**src/rtl/fpu_pkg.sv**
```systemverilog
// ============================================================================
// fpu_pkg : shared FP32 constants, rounding-mode encoding, class/entry types
// Rev 1.0
// ============================================================================
`default_nettype none

package fpu_pkg;

    localparam logic [31:0] FP32_QNAN = 32'h7FC0_0000;

    typedef enum logic [2:0] {
        RNE = 3'b000,
        RTZ = 3'b001,
        RDN = 3'b010,
        RUP = 3'b011,
        RMM = 3'b100,
        DYN = 3'b111
    } rm_e;

    typedef struct packed {
        logic is_nan;
        logic is_snan;
        logic is_inf;
        logic is_zero;
    } fp_class_t;

    // Bit positions inside the {NV,DZ,OF,UF,NX} exception flag vector
    localparam int FLAG_NV = 4;
    localparam int FLAG_DZ = 3;
    localparam int FLAG_OF = 2;
    localparam int FLAG_UF = 1;
    localparam int FLAG_NX = 0;

    typedef struct packed {
        logic [31:0] num1;
        logic [31:0] num2;
        logic [2:0]  rm;
        logic        special;
        logic [31:0] special_val;
        logic [4:0]  flags;
        logic        illegal;
    } fadd_entry_t;

    function automatic logic rm_illegal(input logic [2:0] rm);
        return (rm == 3'b101) || (rm == 3'b110) || (rm == 3'b111);
    endfunction

endpackage

`default_nettype wire

```
**src/rtl/fadd_operand_stage_if.sv**
```systemverilog
// ============================================================================
// fadd_operand_stage_if : request and issue handshakes of the adder operand stage
// Rev 1.0
// ============================================================================
`default_nettype none

interface fadd_operand_stage_if;

    logic        in_valid;
    logic        in_ready;
    logic [31:0] in_a;
    logic [31:0] in_b;
    logic        in_sub;
    logic [2:0]  in_rm;

    logic        out_valid;
    logic        out_ready;
    logic [31:0] out_num1;
    logic [31:0] out_num2;
    logic [2:0]  out_rm;
    logic        out_special;
    logic [31:0] out_special_val;
    logic [4:0]  out_flags;
    logic        out_illegal;

    modport slave (
        input  in_valid, in_a, in_b, in_sub, in_rm, out_ready,
        output in_ready, out_valid, out_num1, out_num2, out_rm,
               out_special, out_special_val, out_flags, out_illegal
    );

    modport master (
        output in_valid, in_a, in_b, in_sub, in_rm, out_ready,
        input  in_ready, out_valid, out_num1, out_num2, out_rm,
               out_special, out_special_val, out_flags, out_illegal
    );

endinterface

`default_nettype wire

```
**src/rtl/fp_classify.sv**
```systemverilog
// ============================================================================
// fp_classify : combinational IEEE-754 single-precision operand classifier
// Rev 1.0
// ============================================================================
`default_nettype none

module fp_classify
    import fpu_pkg::*;
(
    input  logic [31:0] op_i,
    output fp_class_t   cls_o
);

    logic w_exp_ones;
    logic w_exp_zero;
    logic w_man_nz;
    logic w_unused_sign;

    assign w_exp_ones    = &op_i[30:23];
    assign w_exp_zero    = ~|op_i[30:23];
    assign w_man_nz      = |op_i[22:0];
    assign w_unused_sign = op_i[31];

    // Quiet bit is the mantissa MSB; a NaN with it clear is signalling
    assign cls_o.is_nan  = w_exp_ones & w_man_nz;
    assign cls_o.is_snan = w_exp_ones & w_man_nz & ~op_i[22];
    assign cls_o.is_inf  = w_exp_ones & ~w_man_nz;
    assign cls_o.is_zero = w_exp_zero & ~w_man_nz;

endmodule

`default_nettype wire

```
**src/rtl/fadd_operand_stage.sv**
```systemverilog
// ============================================================================
// fadd_operand_stage : decodes add/sub requests, resolves specials, buffers
//                      them in a small FIFO in front of the FP32 adder
// Rev 1.0
// ============================================================================
`default_nettype none

module fadd_operand_stage
    import fpu_pkg::*;
#(
    parameter int DEPTH = 2
) (
    input  logic                  clk,
    input  logic                  rst,
    input  logic                  flush,
    input  logic [2:0]            frm,
    fadd_operand_stage_if.slave   bus
);

    localparam int             AW       = $clog2(DEPTH);
    localparam logic [AW-1:0]  PTR_ONE  = AW'(1);
    localparam logic [AW:0]    CNT_ONE  = (AW+1)'(1);
    localparam logic [AW:0]    CNT_FULL = (AW+1)'(DEPTH);

    fadd_entry_t     mem_q [DEPTH];
    logic [AW-1:0]   wr_ptr_q, wr_ptr_d;
    logic [AW-1:0]   rd_ptr_q, rd_ptr_d;
    logic [AW:0]     count_q,  count_d;

    logic [31:0]     w_b_eff;
    logic [2:0]      w_rm;
    fp_class_t       w_cls_a;
    fp_class_t       w_cls_b;
    fadd_entry_t     w_entry;
    fadd_entry_t     w_head;
    logic            w_push;
    logic            w_pop;
    logic            w_full;

    assign w_b_eff = {bus.in_b[31] ^ bus.in_sub, bus.in_b[30:0]};
    assign w_rm    = (bus.in_rm == DYN) ? frm : bus.in_rm;

    fp_classify u_cls_a (.op_i(bus.in_a), .cls_o(w_cls_a));
    fp_classify u_cls_b (.op_i(w_b_eff),  .cls_o(w_cls_b));

    always_comb begin
        w_entry             = '0;
        w_entry.num1        = bus.in_a;
        w_entry.num2        = w_b_eff;
        w_entry.rm          = w_rm;
        w_entry.illegal     = rm_illegal(w_rm);
        w_entry.special     = 1'b1;
        if (w_cls_a.is_nan || w_cls_b.is_nan) begin
            w_entry.special_val    = FP32_QNAN;
            w_entry.flags[FLAG_NV] = w_cls_a.is_snan | w_cls_b.is_snan;
        end else if (w_cls_a.is_inf && w_cls_b.is_inf && (bus.in_a[31] != w_b_eff[31])) begin
            w_entry.special_val    = FP32_QNAN;
            w_entry.flags[FLAG_NV] = 1'b1;
        end else if (w_cls_a.is_inf) begin
            w_entry.special_val = bus.in_a;
        end else if (w_cls_b.is_inf) begin
            w_entry.special_val = w_b_eff;
        end else if (w_cls_a.is_zero && w_cls_b.is_zero) begin
            // Exact cancellation of opposite zeros is -0 only when rounding down
            if (bus.in_a[31] == w_b_eff[31]) begin
                w_entry.special_val = {bus.in_a[31], 31'b0};
            end else begin
                w_entry.special_val = (w_rm == RDN) ? 32'h8000_0000 : 32'h0000_0000;
            end
        end else if (w_cls_a.is_zero) begin
            w_entry.special_val = w_b_eff;
        end else if (w_cls_b.is_zero) begin
            w_entry.special_val = bus.in_a;
        end else begin
            w_entry.special = 1'b0;
        end
    end

    assign w_full        = (count_q == CNT_FULL);
    assign bus.in_ready  = ~w_full;
    assign bus.out_valid = (count_q != '0);
    assign w_push        = bus.in_valid & ~w_full;
    assign w_pop         = bus.out_valid & bus.out_ready;

    always_comb begin
        wr_ptr_d = wr_ptr_q;
        rd_ptr_d = rd_ptr_q;
        count_d  = count_q;
        if (flush) begin
            wr_ptr_d = '0;
            rd_ptr_d = '0;
            count_d  = '0;
        end else begin
            if (w_push) wr_ptr_d = wr_ptr_q + PTR_ONE;
            if (w_pop)  rd_ptr_d = rd_ptr_q + PTR_ONE;
            if (w_push && !w_pop)      count_d = count_q + CNT_ONE;
            else if (w_pop && !w_push) count_d = count_q - CNT_ONE;
        end
    end

    always_ff @(posedge clk or posedge rst) begin
        if (rst) begin
            wr_ptr_q <= '0;
            rd_ptr_q <= '0;
            count_q  <= '0;
            for (int i = 0; i < DEPTH; i++) begin
                mem_q[i] <= '0;
            end
        end else begin
            wr_ptr_q <= wr_ptr_d;
            rd_ptr_q <= rd_ptr_d;
            count_q  <= count_d;
            if (w_push && !flush) begin
                mem_q[wr_ptr_q] <= w_entry;
            end
        end
    end

    assign w_head              = mem_q[rd_ptr_q];
    assign bus.out_num1        = w_head.num1;
    assign bus.out_num2        = w_head.num2;
    assign bus.out_rm          = w_head.rm;
    assign bus.out_special     = w_head.special;
    assign bus.out_special_val = w_head.special_val;
    assign bus.out_flags       = w_head.flags;
    assign bus.out_illegal     = w_head.illegal;

endmodule

`default_nettype wire

```
**src/flat_wrapper.sv**
```systemverilog
// flat-port wrapper written by rule: the top's interface ports become plain ports
module fadd_operand_stage_flat import fpu_pkg::*;
#(
    parameter int DEPTH = 2
)
  (clk, rst, flush, frm, bus_in_valid, bus_in_a, bus_in_b, bus_in_sub, bus_in_rm, bus_out_ready, bus_in_ready, bus_out_valid, bus_out_num1, bus_out_num2, bus_out_rm, bus_out_special, bus_out_special_val, bus_out_flags, bus_out_illegal);
  fadd_operand_stage_if bus_i ();
  input  logic clk;
  input  logic rst;
  input  logic flush;
  input  logic [2:0] frm;
  input wire logic [$bits(bus_i.in_valid)-1:0] bus_in_valid;
  input wire logic [$bits(bus_i.in_a)-1:0] bus_in_a;
  input wire logic [$bits(bus_i.in_b)-1:0] bus_in_b;
  input wire logic [$bits(bus_i.in_sub)-1:0] bus_in_sub;
  input wire logic [$bits(bus_i.in_rm)-1:0] bus_in_rm;
  input wire logic [$bits(bus_i.out_ready)-1:0] bus_out_ready;
  output wire logic [$bits(bus_i.in_ready)-1:0] bus_in_ready;
  output wire logic [$bits(bus_i.out_valid)-1:0] bus_out_valid;
  output wire logic [$bits(bus_i.out_num1)-1:0] bus_out_num1;
  output wire logic [$bits(bus_i.out_num2)-1:0] bus_out_num2;
  output wire logic [$bits(bus_i.out_rm)-1:0] bus_out_rm;
  output wire logic [$bits(bus_i.out_special)-1:0] bus_out_special;
  output wire logic [$bits(bus_i.out_special_val)-1:0] bus_out_special_val;
  output wire logic [$bits(bus_i.out_flags)-1:0] bus_out_flags;
  output wire logic [$bits(bus_i.out_illegal)-1:0] bus_out_illegal;
  assign bus_i.in_valid = bus_in_valid;
  assign bus_i.in_a = bus_in_a;
  assign bus_i.in_b = bus_in_b;
  assign bus_i.in_sub = bus_in_sub;
  assign bus_i.in_rm = bus_in_rm;
  assign bus_i.out_ready = bus_out_ready;
  assign bus_in_ready = bus_i.in_ready;
  assign bus_out_valid = bus_i.out_valid;
  assign bus_out_num1 = bus_i.out_num1;
  assign bus_out_num2 = bus_i.out_num2;
  assign bus_out_rm = bus_i.out_rm;
  assign bus_out_special = bus_i.out_special;
  assign bus_out_special_val = bus_i.out_special_val;
  assign bus_out_flags = bus_i.out_flags;
  assign bus_out_illegal = bus_i.out_illegal;
  fadd_operand_stage #(.DEPTH(DEPTH)) u_core (.clk(clk), .rst(rst), .flush(flush), .frm(frm), .bus(bus_i));
endmodule
```
**config.mk**
```make
export PLATFORM = sky130hd
export DESIGN_NAME = fadd_operand_stage_flat
export DESIGN_NICKNAME = d
export VERILOG_FILES = /design/src/rtl/fpu_pkg.sv /design/src/rtl/fadd_operand_stage_if.sv /design/src/rtl/fp_classify.sv /design/src/rtl/fadd_operand_stage.sv /design/src/flat_wrapper.sv
export SDC_FILE = /design/constraint.sdc
export NUM_CORES = 1
export LEC_CHECK = 0
export CAP_MARGIN = 10
export CORE_MARGIN = 8
export CORE_UTILIZATION = 45
export CTS_CLUSTER_SIZE = 10
export DETAILED_ROUTE_END_ITERATION = 10
export DONT_BUFFER_PORTS = 1
export PLACE_DENSITY_LB_ADDON = 0.25
export RECOVER_POWER = 100
export REMOVE_ABC_BUFFERS = 1
export SYNTH_ARGS = -nofsm -noshare
export SYNTH_HDL_FRONTEND = slang
export SYNTH_HIERARCHICAL = 1
export SYNTH_SLANG_ARGS = --single-unit
```
**constraint.sdc**
```tcl
create_clock -name clk -period 9.7 [get_ports clk]
set_input_delay 2.425 -clock clk [delete_from_list [all_inputs] [get_ports clk]]
set_output_delay 2.425 -clock clk [all_outputs]
set_load 0.02 [all_outputs]
```
==> metrics <==
Final Util=0.4894; vias in the first global route=~7.4k; Register-to-Register Setup Slack=between 4 and 5 ns; # IOs=approximately 180; first-pass GRT wire length=~42 mm; async set-reset flop share out of synthesis=1.000; dpl hpwl=around 17 mm; port bufs=0; DIE WIDTH=163.7 µm; TritonCTS clock tree=built; clk buf depth=3; Worst Path Required=~10 ns; Clock Skew=approximately 0.0054 ns; r2r worst-path depth=4; Setup Buffers After CTS=0; layout cell share with drive strength beyond 1=0.04399; Placer Congestion=approximately 0.73; routed wire length per instance=roughly 20 µm; Leakage=about 5.1 nW; hold crit path type=register to register; Yosys warning count=6; Die Y=approximately 160 µm; top post-synthesis cells by area=dfrtp_1, nand2_1, mux2_2, o31ai_1, buf_2; Total Wirelength=26.23 mm; detailed-route via count=between 7k and 8k; PD cells=~220 mW/mm²; global route total overflow=0; post-cts resize count=0; Slew Limit Fails=between 300 and 400; FF+latch count, synth=roughly 210; # DRC=0; reg2reg end=u_core/mem_q[144]$_DFFE_PP0P_; DR iter-0 viols=between 500 and 600; Clock Root Buffer=clkbuf_16; Mapped Cells=1,049; Setup CP Type=input pin to register; Synth Area per Inst=about 9.4 µm²; synth unique cells=between 40 and 50; minimum clock period=slightly below 7 ns; VDD IR max=0.0001565 V; Routed Antenna Nets=0; gr usage total=0.1956; fin crit share=0.6973; Post-Syn Area=0.009821 mm²; HP Start=u_core/mem_q[173]$_DFFE_PP0P_; CP max stage delay=around 2.4 ns; maximum level of the CTS H-tree=1; RR Startpoint=u_core/count_q[1]$_DFFE_PP0P_; TritonRoute pass-1 iters=5; clk sinks=208; Core Region=roughly 0.022 mm²; Worst-Skew Late Latency=0.51 ns; hold-critical path depth=2; CP arrival=around 7.0 ns; Nets=between 1k and 1.5k; total of max-cap violations=6; die area=between 0.02 and 0.03 mm²; total CTS buffers=25; Buf/Inv on CP=1; cell family with most CP delay=buffers and inverters; sequential area share after synthesis=0.5300; Register Area=between 0.005 and 0.006 mm²; Filler Cell Count=between 2k and 2.5k; Initial Utilization=0.4542; EDFF count, synth=0; area share of the largest cell type after synthesis=0.5300; Rel. slew slack=-1.111; Fin. Hold Viols=0; Yosys top cell by area=dfrtp_1; ANT cells=0; RSZ-0062 raised after global routing=false; Slew @ Worst Pin=~3.2 ns; hold buffer count at cts=0; Layout area overhead=7.733%; CP Launch Type=input pin; failing checks=capacitance limit, slew limit; CP Max Fanout=70; Primary FF master, synth=dfrtp_1; crit path max-delay cell type=clkbuf_1; fmax=approximately 0.15 GHz; Rows=54; antenna violations before repair=0; clk slew on worst S/H paths=around 0.050 ns; sum of negative setup slack=0 ns; Hold Path Sink=u_core/mem_q[173]$_DFFE_PP0P_; worst-path cell chain=or4b_1 -> clkbuf_1 -> o21ai_0; post-DR vias/cell=~5.5; crit end category=register; final setup fails=0; WHS=about 0.46 ns; area of the multi-input gates=0.004238 mm²; pin count of the biggest net entering global routing=~130; status=finished with violations
==> how the worst max path moves through the flow <==
stage | start | endpoint | cells past startpoint
after floorplan | rst | u_core/count_q[0]$_DFFE_PP0P_ | 1
after global placement | bus_in_a[10] | u_core/mem_q[139]$_DFFE_PP0P_ | 8
after detailed placement | bus_in_a[10] | u_core/mem_q[141]$_DFFE_PP0P_ | 8
after CTS | u_core/rd_ptr_q$_DFFE_PP0P_ | bus_out_special_val[31] | 2
after global routing | bus_in_valid | u_core/mem_q[134]$_DFFE_PP0P_ | 3
final | bus_in_valid | u_core/mem_q[144]$_DFFE_PP0P_ | 3
==> final cells by class <==
class	instances	area share
clock buffers	34	0.06516
repair buffers	9	0.005322
multi-input cells	763	0.4005
well taps	280	0.03311
inverters	9	0.003903
flip-flops and latches	208	0.4920
==> report_power, final <==
| part | internal, mW | switching (mW) |
|---|---|---|
| clock | 0.484 | 0.332 |
| sequential | 1.01 | 0.0749 |
| combinational | 0.116 | 0.271 |
==> cells by family (layout without fill, tap and decap cells) <==
group / count (synthesis) / in the layout / share of synthesized area
AND/OR/NAND/NOR: 521 / 521 / 0.2153
flip-flops: 208 / 208 / 0.5300
AO/OA/AOI/OAI: 132 / 132 / 0.09466
multiplexers: 102 / 102 / 0.1170
buffers and inverters: 81 / 52 / 0.03771
XOR/XNOR: 4 / 4 / 0.004969
other: 1 / 4 / 0.0003818
==> Yosys cell counts (6+ instances only) <==
cell	instances
a221oi_1	9
a22oi_1	23
buf_2	35
clkbuf_1	28
dfrtp_1	208
inv_1	9
mux2_2	102
nand2_1	464
nand4_1	6
nor2_1	12
nor3_1	9
nor4_1	8
nor4_2	6
o21ai_0	29
o21ai_1	7
o31ai_1	39
==> per-stage QoR <==
stage,instance area [µm²],power [mW],std cells,worst slack (ns)
floorplan,9495,1.432,980,1.594
global placement,9955,1.506,1269,4.206
detailed placement,9955,1.517,1269,4.175
CTS,10640,2.344,1303,4.548
global route,10580,2.420,1303,2.416
finish,10580,2.293,1303,2.936
==> state kept, by name (all words and copies together) (netlist names) <==
| name | count |
|---|---|
| u_core/rd_ptr_q | 1 |
| u_core/count_q | 2 |
| u_core/mem_q | 204 |
| u_core/wr_ptr_q | 1 |
==> metal layers <==
| metal | part of all wire | GRT usage | vias to the layer above |
|---|---|---|---|
| met5 | 0 | 0 | - |
| met4 | 0.014 | 0.04545 | 0 |
| met3 | 0.073 | 0.05238 | 40 |
| met2 | 0.47 | 0.3135 | 186 |
| met1 | 0.44 | 0.2608 | 3529 |
| li1 | - | - | 3430 |
==> cell usage in the layout, fill, tap and decap left out, types with 6 or more instances in the layout <==
master and count:
nor4_1 9, mux2_1 100, inv_1 8, clkbuf_1 9
dfrtp_1 208, clkbuf_16 25, o21ai_0 36, nor2_1 12
buf_4 6, nand4_1 6, nor3_1 9, nand2_1 464
a22oi_1 23, o31ai_1 42, a221oi_1 9
==> worst min-delay path: stages, from the launching register on <==
cell and delay, ns:
dfrtp_1 0.33, nand2_1 0.05, nand2_1 0.05
(Power assumes the default switching activity.)
